## config.mk

```make
export PLATFORM = sky130hd
export DESIGN_NAME = alu_issue_ctrl_flat
export DESIGN_NICKNAME = d
export VERILOG_FILES = /design/src/rtl/alu_issue_ctrl_if.sv /design/src/rtl/alu_issue_ctrl.sv /design/src/flat_wrapper.sv
export SDC_FILE = /design/constraint.sdc
export NUM_CORES = 1
export LEC_CHECK = 0
export ABC_CLOCK_PERIOD_IN_PS = 2100
export CORE_AREA = 2 2 146 148
export DETAILED_ROUTE_END_ITERATION = 12
export DIE_AREA = 0 0 148 150
export PLACE_DENSITY_LB_ADDON = 0.1
export SLEW_MARGIN = 20
export SYNTH_ARGS = -nofsm -noshare
export SYNTH_HDL_FRONTEND = slang
export SYNTH_SLANG_ARGS = --single-unit
```

## constraint.sdc

```tcl
create_clock -name clk -period 2.1 [get_ports clk]
set_input_delay 0.42 -clock clk [delete_from_list [all_inputs] [get_ports clk]]
set_output_delay 0.42 -clock clk [all_outputs]
set_load 0.02 [all_outputs]
```

## src/rtl/alu_issue_ctrl_if.sv

```systemverilog
// Bundle of the channels around alu_issue_ctrl: instruction issue, external register
// write, ALU drive/return, and the response channel.
interface alu_issue_ctrl_if #(
   parameter int BW = 16,
   parameter int AW = 3
);
   logic          instr_valid;
   logic          instr_ready;
   logic [2:0]    instr_op;
   logic [AW-1:0] instr_ra;
   logic [AW-1:0] instr_rb;
   logic [AW-1:0] instr_rd;
   logic          wr_en;
   logic [AW-1:0] wr_addr;
   logic [BW-1:0] wr_data;
   logic [BW-1:0] alu_a;
   logic [BW-1:0] alu_b;
   logic [2:0]    alu_op;
   logic [BW:0]   alu_out;
   logic [2:0]    alu_flags;
   logic          rsp_valid;
   logic          rsp_ready;
   logic [BW:0]   rsp_data;
   logic [2:0]    rsp_flags;
   logic [AW-1:0] rsp_rd;
   logic [2:0]    status_flags;

   modport master (
      input  instr_valid, instr_op, instr_ra, instr_rb, instr_rd,
      input  wr_en, wr_addr, wr_data,
      input  alu_out, alu_flags, rsp_ready,
      output instr_ready, alu_a, alu_b, alu_op,
      output rsp_valid, rsp_data, rsp_flags, rsp_rd, status_flags
   );

   modport slave (
      output instr_valid, instr_op, instr_ra, instr_rb, instr_rd,
      output wr_en, wr_addr, wr_data,
      output alu_out, alu_flags, rsp_ready,
      input  instr_ready, alu_a, alu_b, alu_op,
      input  rsp_valid, rsp_data, rsp_flags, rsp_rd, status_flags
   );
endinterface

```

## src/rtl/alu_issue_ctrl.sv

```systemverilog
// Issue controller for the combinational ALU: reads operands from a local register file,
// holds them on the ALU for one cycle, writes the result back and returns a response.
module alu_issue_ctrl #(
   parameter int BW   = 16,
   parameter int NREG = 8
) (
   input logic             clk,
   input logic             rst_n,
   alu_issue_ctrl_if.master bus
);
   localparam int AW = (NREG > 1) ? $clog2(NREG) : 1;

   typedef enum logic [1:0] {
      IDLE = 2'd0,
      EXEC = 2'd1,
      RESP = 2'd2
   } state_t;

   state_t        r_state;
   state_t        w_next_state;
   logic [BW-1:0] r_rf [NREG];
   logic [2:0]    r_op;
   logic [BW-1:0] r_a;
   logic [BW-1:0] r_b;
   logic [AW-1:0] r_rd;
   logic          r_instr_ready;
   logic          r_rsp_valid;
   logic [BW:0]   r_rsp_data;
   logic [2:0]    r_rsp_flags;
   logic [AW-1:0] r_rsp_rd;
   logic [2:0]    r_status_flags;
   logic          w_accept;
   logic          w_exec;
   logic          w_rsp_done;

   assign w_accept   = (r_state == IDLE) && r_instr_ready && bus.instr_valid;
   assign w_exec     = (r_state == EXEC);
   assign w_rsp_done = (r_state == RESP) && r_rsp_valid && bus.rsp_ready;

   // State register
   always_ff @(posedge clk) begin
      if (!rst_n) begin
         r_state <= IDLE;
      end else begin
         r_state <= w_next_state;
      end
   end

   // Next-state decode
   always_comb begin
      w_next_state = r_state;
      case (r_state)
         IDLE: begin
            if (w_accept) w_next_state = EXEC;
            else          w_next_state = IDLE;
         end
         EXEC:    w_next_state = RESP;
         RESP: begin
            if (w_rsp_done) w_next_state = IDLE;
            else            w_next_state = RESP;
         end
         default: w_next_state = IDLE;
      endcase
   end

   // Handshake outputs registered from the next state so they line up with it
   always_ff @(posedge clk) begin
      if (!rst_n) begin
         r_instr_ready <= 1'b0;
         r_rsp_valid   <= 1'b0;
      end else begin
         r_instr_ready <= (w_next_state == IDLE);
         r_rsp_valid   <= (w_next_state == RESP);
      end
   end

   // Operand capture; these registers drive the ALU directly
   always_ff @(posedge clk) begin
      if (!rst_n) begin
         r_op <= 3'b000;
         r_a  <= {BW{1'b0}};
         r_b  <= {BW{1'b0}};
         r_rd <= {AW{1'b0}};
      end else if (w_accept) begin
         r_op <= bus.instr_op;
         r_a  <= r_rf[bus.instr_ra];
         r_b  <= r_rf[bus.instr_rb];
         r_rd <= bus.instr_rd;
      end
   end

   // Result capture at the end of the execute cycle
   always_ff @(posedge clk) begin
      if (!rst_n) begin
         r_rsp_data     <= {(BW+1){1'b0}};
         r_rsp_flags    <= 3'b000;
         r_rsp_rd       <= {AW{1'b0}};
         r_status_flags <= 3'b000;
      end else if (w_exec) begin
         r_rsp_data     <= bus.alu_out;
         r_rsp_flags    <= bus.alu_flags;
         r_rsp_rd       <= r_rd;
         r_status_flags <= bus.alu_flags;
      end
   end

   // Register file: writeback beats an external write to the same index
   always_ff @(posedge clk) begin
      if (!rst_n) begin
         for (int i = 0; i < NREG; i++) r_rf[i] <= {BW{1'b0}};
      end else begin
         for (int i = 0; i < NREG; i++) begin
            if (w_exec && (r_rd == AW'(i))) begin
               r_rf[i] <= bus.alu_out[BW-1:0];
            end else if (bus.wr_en && (bus.wr_addr == AW'(i))) begin
               r_rf[i] <= bus.wr_data;
            end
         end
      end
   end

   assign bus.instr_ready  = r_instr_ready;
   assign bus.alu_a        = r_a;
   assign bus.alu_b        = r_b;
   assign bus.alu_op       = r_op;
   assign bus.rsp_valid    = r_rsp_valid;
   assign bus.rsp_data     = r_rsp_data;
   assign bus.rsp_flags    = r_rsp_flags;
   assign bus.rsp_rd       = r_rsp_rd;
   assign bus.status_flags = r_status_flags;
endmodule
```

## src/flat_wrapper.sv

```systemverilog
// flat-port wrapper written by rule: the top's interface ports become plain ports
module alu_issue_ctrl_flat 
#(
   parameter int BW   = 16,
   parameter int NREG = 8
)
  (clk, rst_n, bus_instr_valid, bus_instr_op, bus_instr_ra, bus_instr_rb, bus_instr_rd, bus_wr_en, bus_wr_addr, bus_wr_data, bus_alu_out, bus_alu_flags, bus_rsp_ready, bus_instr_ready, bus_alu_a, bus_alu_b, bus_alu_op, bus_rsp_valid, bus_rsp_data, bus_rsp_flags, bus_rsp_rd, bus_status_flags);
  alu_issue_ctrl_if #(.BW(BW)) bus_i ();
  input logic clk;
  input logic rst_n;
  input wire logic [$bits(bus_i.instr_valid)-1:0] bus_instr_valid;
  input wire logic [$bits(bus_i.instr_op)-1:0] bus_instr_op;
  input wire logic [$bits(bus_i.instr_ra)-1:0] bus_instr_ra;
  input wire logic [$bits(bus_i.instr_rb)-1:0] bus_instr_rb;
  input wire logic [$bits(bus_i.instr_rd)-1:0] bus_instr_rd;
  input wire logic [$bits(bus_i.wr_en)-1:0] bus_wr_en;
  input wire logic [$bits(bus_i.wr_addr)-1:0] bus_wr_addr;
  input wire logic [$bits(bus_i.wr_data)-1:0] bus_wr_data;
  input wire logic [$bits(bus_i.alu_out)-1:0] bus_alu_out;
  input wire logic [$bits(bus_i.alu_flags)-1:0] bus_alu_flags;
  input wire logic [$bits(bus_i.rsp_ready)-1:0] bus_rsp_ready;
  output wire logic [$bits(bus_i.instr_ready)-1:0] bus_instr_ready;
  output wire logic [$bits(bus_i.alu_a)-1:0] bus_alu_a;
  output wire logic [$bits(bus_i.alu_b)-1:0] bus_alu_b;
  output wire logic [$bits(bus_i.alu_op)-1:0] bus_alu_op;
  output wire logic [$bits(bus_i.rsp_valid)-1:0] bus_rsp_valid;
  output wire logic [$bits(bus_i.rsp_data)-1:0] bus_rsp_data;
  output wire logic [$bits(bus_i.rsp_flags)-1:0] bus_rsp_flags;
  output wire logic [$bits(bus_i.rsp_rd)-1:0] bus_rsp_rd;
  output wire logic [$bits(bus_i.status_flags)-1:0] bus_status_flags;
  assign bus_i.instr_valid = bus_instr_valid;
  assign bus_i.instr_op = bus_instr_op;
  assign bus_i.instr_ra = bus_instr_ra;
  assign bus_i.instr_rb = bus_instr_rb;
  assign bus_i.instr_rd = bus_instr_rd;
  assign bus_i.wr_en = bus_wr_en;
  assign bus_i.wr_addr = bus_wr_addr;
  assign bus_i.wr_data = bus_wr_data;
  assign bus_i.alu_out = bus_alu_out;
  assign bus_i.alu_flags = bus_alu_flags;
  assign bus_i.rsp_ready = bus_rsp_ready;
  assign bus_instr_ready = bus_i.instr_ready;
  assign bus_alu_a = bus_i.alu_a;
  assign bus_alu_b = bus_i.alu_b;
  assign bus_alu_op = bus_i.alu_op;
  assign bus_rsp_valid = bus_i.rsp_valid;
  assign bus_rsp_data = bus_i.rsp_data;
  assign bus_rsp_flags = bus_i.rsp_flags;
  assign bus_rsp_rd = bus_i.rsp_rd;
  assign bus_status_flags = bus_i.status_flags;
  alu_issue_ctrl #(.BW(BW), .NREG(NREG)) u_core (.clk(clk), .rst_n(rst_n), .bus(bus_i));
endmodule
```

Word-level counts from Yosys, hierarchy flattened
Memories as Yosys holds them, arrays and structs flattened. A register that Yosys moved wholly into a read port is not among the register bits.
Cells that the tools add are included.
{ "totals": {"ff_bits": 33, "mem_bits_rw": 128, "in_bits": 56, "word_cells": 144, "memories": 1} }
{ "op_classes": {"eq_ne": 17, "muxes": 76, "bitwise": 16, "n_reduce_logical": 26} }
{ "memory_table": {"columns": ["memory", "words", "word_bits", "rd", "rd_clocked_by_memory_dff", "write_ports", "line_no", "text"], "rows": [
  ["u_core.r_rf", 8, 16, 2, 2, 8, "alu_issue_ctrl.sv:21", "logic [BW-1:0] r_rf [NREG];"]
]} }
{ "op_table": {"columns": ["operator", "n"], "rows": [
  ["$mux 16", 16],
  ["$mux 1", 58],
  ["$eq 3x3->1 const B", 8],
  ["$logic_and 1x1->1", 20],
  ["$or 1x1->1", 16],
  ["$eq 3x2->1 const B", 4],
  ["$eq 3x1->1 const B", 2],
  ["$logic_not 3->1", 2],
  ["$pmux 2 s3", 1],
  ["$eq 2x2->1 const B", 2],
  ["$logic_not 2->1", 2],
  ["$eq 2x1->1 const B", 1],
  ["$logic_not 1->1", 2],
  ["$mux 2", 1]
]} }

Longest topological paths before layout
{ "depth": {"ltp_word": 7, "mapped_depth": 7} }

Worst setup path after synthesis
OpenSTA, ideal clock, no wires.
{ "synth_timing": {"kind": "input-to-reg", "startpoint": "input port rst_n", "endpoint": "memory u_core.r_rf[2][0] (enable)", "t_arrival_ps": 1685, "required_ps": 1684, "path_slack_ps": -2, "cell_stages": 6, "path_cell_list": "buf_2 and3b_1 buf_2 nand3b_1 buf_2 nand3_1"} }
{ "synth_rtl": {"columns": ["item", "line_no", "text"], "rows": [
  ["from (decl)", "flat_wrapper.sv:10", "input logic rst_n;"],
  ["to (decl)", "alu_issue_ctrl.sv:21", null]
]} }

Worst setup path after layout
{ "layout_timing": {"startpoint": "register u_core.r_a[7] (netlist: u_core.bus.alu_a[7]) (read register of u_core.r_rf)", "endpoint": "output port bus_alu_a[7]"} }
{ "layout_rtl": {"columns": ["item", "line_no", "text"], "rows": [
  ["from (decl)", "alu_issue_ctrl.sv:23", "logic [BW-1:0] r_a;"],
  ["to (decl)", "flat_wrapper.sv:23", "output wire logic [$bits(bus_i.alu_a)-1:0] bus_alu_a;"]
]} }
No word-level cell between the ends.

==> out/results.tsv <==
metric	value	unit
Hold Crit Class	register to register	
DR vias	7944	
outcome	finished, final reports clean	
fin util	61.1	%
Pwr Total	9.01	mW
arrival time at the worst endpoint	1.44	ns
end of the worst register-to-register path	u_core.r_rf[3][8]$_SDFFCE_PN0P_	
share of cells above drive strength 1	18.9	%
most frequent cells in the layout	nand2_1 (181), edfxtp_1 (128), clkdlybuf4s50_1 (115)	
Mapped Nets	986	
Starting Density	50.3	%
fraction of registers with async set/reset	0	%
Post-synth EDFFs	128	
family with the most delay on the worst path	buffers and inverters	
CP Capture Type	output pin	
Synth Area per Inst	11.2	µm²
1st-iter DRT viols	878	
hold path cells	2	
CTS root buffer	clkbuf_16	
vias in the first global route	7638	
Syn Inst Count	930	
Synth warnings	0	
Max Buffers Root-to-Sink	2	
largest net degree at the start of global routing	46	
die width	148	µm
FF-to-FF Start	u_core.r_rd[0]$_SDFFE_PN0P_	
CTS Sinks	193	
vias per inst	6.04	
# IOs	119	
commonest non-fill, non-tap cell in the layout	nand2_1	
Nets	1083	
CTS tree	built	
Detailed Route WL	30.2	mm
FF+latch count, synth	193	
Total GRT Usage	27.9	%
input/output buffers	118	
Max Cap Violations	0	
post-detail-place hpwl	20.9	mm
Distinct cells, synth	49	
Worst setup SP type	register	
core area	0.0207	mm²
fin crit period	1.86	ns
DRC Markers	0	
Antenna Cells	0	
Crit path depth	1	
Fin. Hold Viols	0	
placer congestion estimate	0.830	
Crit path required time	1.68	ns
Crit Path Max Fanout	2	
Final Max Tran Viols	0	
Critical Path Source	u_core.bus.alu_a[7]$_SDFFE_PN0P_	
GRT overflow	0	
Layout area overhead	21.4	%
Highest Clock Rate	0.538	GHz
cells on worst reg2reg path	5	
clock skew	0.00902	ns
setup TNS	0	ns
Seq. cell area	0.00514	mm²
Layout fillers	1756	
row count	53	
Reg clk slew, reported paths	0.07	ns
Finish-stage setup viols	0	
Post-DRT Antenna Nets	0	
Hold-fix buffers, CTS	0	
Worst Path Buf+Inv	1	
hold path start	u_core.bus.alu_a[15]$_SDFFE_PN0P_	
CP max-delay cell	clkdlybuf4s50_1	
P_leak	4.50	nW
r2r setup slk	0.32	ns
peak supply drop	0.560	mV
worst-margin pin slew	0.536	ns
crit path cell chain	clkdlybuf4s50_1	
first-pass GRT wire length	46.1	mm
Die Y	150	µm
postcts setup bufs	0	
CTS H-Tree Depth	4	
kind of critical path	register to output pin	
initial antenna violation count	0	
critical path's largest stage delay	0.62	ns
Post-Syn Area	0.0104	mm²
crit path to	bus_alu_a[7]	
Tcrit/Tclk final	88.6	%
post-synthesis sequential area ratio	49.4	%
Routed WL per cell	23.0	µm
area of the multi-input gates	0.00476	mm²
PD cells	713	mW/mm²
TritonCTS buffer count	17	
Main synth FF type	edfxtp_1	
post-cts sizing count	0	
TritonRoute pass-1 iters	5	
worst skew pair latency	0.44	ns
die area	0.0222	mm²
Slew headroom	64.2	%
unrepaired setup endpoints after global routing	no	
metrics by stage:
step	cell area, µm²	worst slack (ns)	hold WS, ns	std cells
global route	12600	0.200	0.456	1315
finish	12600	0.240	0.446	1315
global placement	12100	-0.0227	0.431	1283
floorplan	10400	0.0110	0.499	930
CTS	12600	0.206	0.440	1315
detailed placement	12100	-0.0960	0.437	1283
kinds of logic (layout without fill, tap and decap cells):
group	Yosys count	in the layout	synth area share, %
AND/OR/NAND/NOR	313	313	15.0
flip-flops	193	193	49.4
multiplexers	128	128	16.9
AO/OA/AOI/OAI	196	196	13.7
buffers and inverters	100	210	4.94
final cells by class:
class / count / share of cell area, %
Sequential cell: 193 / 40.7
Multi-Input combinational cell: 637 / 37.6
Timing Repair Buffer: 176 / 14.4
Clock buffer: 18 / 3.40
Tap cell: 275 / 2.72
Clock inverter: 14 / 1.11
Inverter: 2 / 0.0594
registers in the layout, indices dropped and copies added, names as in the netlist:
| signal | cells |
|---|---|
| u_core.bus.instr_ready | 1 |
| u_core.r_rd | 3 |
| u_core.bus.rsp_rd | 3 |
| u_core.r_rf | 128 |
| u_core.bus.rsp_valid | 1 |
| u_core.bus.rsp_data | 17 |
| u_core.r_state | 2 |
| u_core.bus.status_flags | 3 |
| u_core.bus.alu_b | 16 |
| u_core.bus.alu_op | 3 |
| u_core.bus.alu_a | 16 |
worst min path at each step:
stage / endpoint / slack [ns]
CTS: u_core.r_state[1]$_SDFF_PN0_ / 0.44
global route: u_core.bus.alu_a[15]$_SDFFE_PN0P_ / 0.46
floorplan: u_core.bus.rsp_rd[2]$_SDFFE_PN0N_ / 0.50
finish: u_core.bus.alu_a[15]$_SDFFE_PN0P_ / 0.45
global placement: u_core.bus.alu_a[15]$_SDFFE_PN0P_ / 0.43
detailed placement: u_core.bus.alu_a[15]$_SDFFE_PN0P_ / 0.44
routing by layer:
metal,wire (µm),track usage (%),up-vias
li1,-,-,3626
met1,13000,39.3,3887
met2,14000,43.6,387
met3,2650,5.88,44
met4,613,8.67,0
met5,0,0,-
report_power, final:
group          switching, mW  internal [mW]  total, mW
sequential             0.121           4.28       4.40
combinational          0.750          0.658       1.41
clock                   1.46           1.75       3.21
synth_stat cells, drive strengths merged, types with 7 or more instances:
cell type  number  area share, %
a21boi         55            4.0
a2bb2o          9           0.87
buf            53            3.2
clkbuf         45            1.6
dfxtp          65             13
edfxtp        128             37
mux2           62            6.7
mux2i          34            3.3
mux4           32            6.9
nand2         181            6.5
nand3          26            1.3
nand3b         21            1.5
nor2b          67            4.1
o21ai          16           0.77
o22ai          63            3.8
o2bb2ai         7           0.59
o31ai          31            2.2
worst register-to-register path: cells and delay by family (launching register included):
| kind | cells | cell delay, ns |
|---|---|---|
| simple gates | 3 | 0.65 |
| flops | 1 | 0.48 |
| buf+inv | 1 | 0.30 |
| compound gates | 1 | 0.09 |
Note: power is estimated with default switching activity, not from simulation.
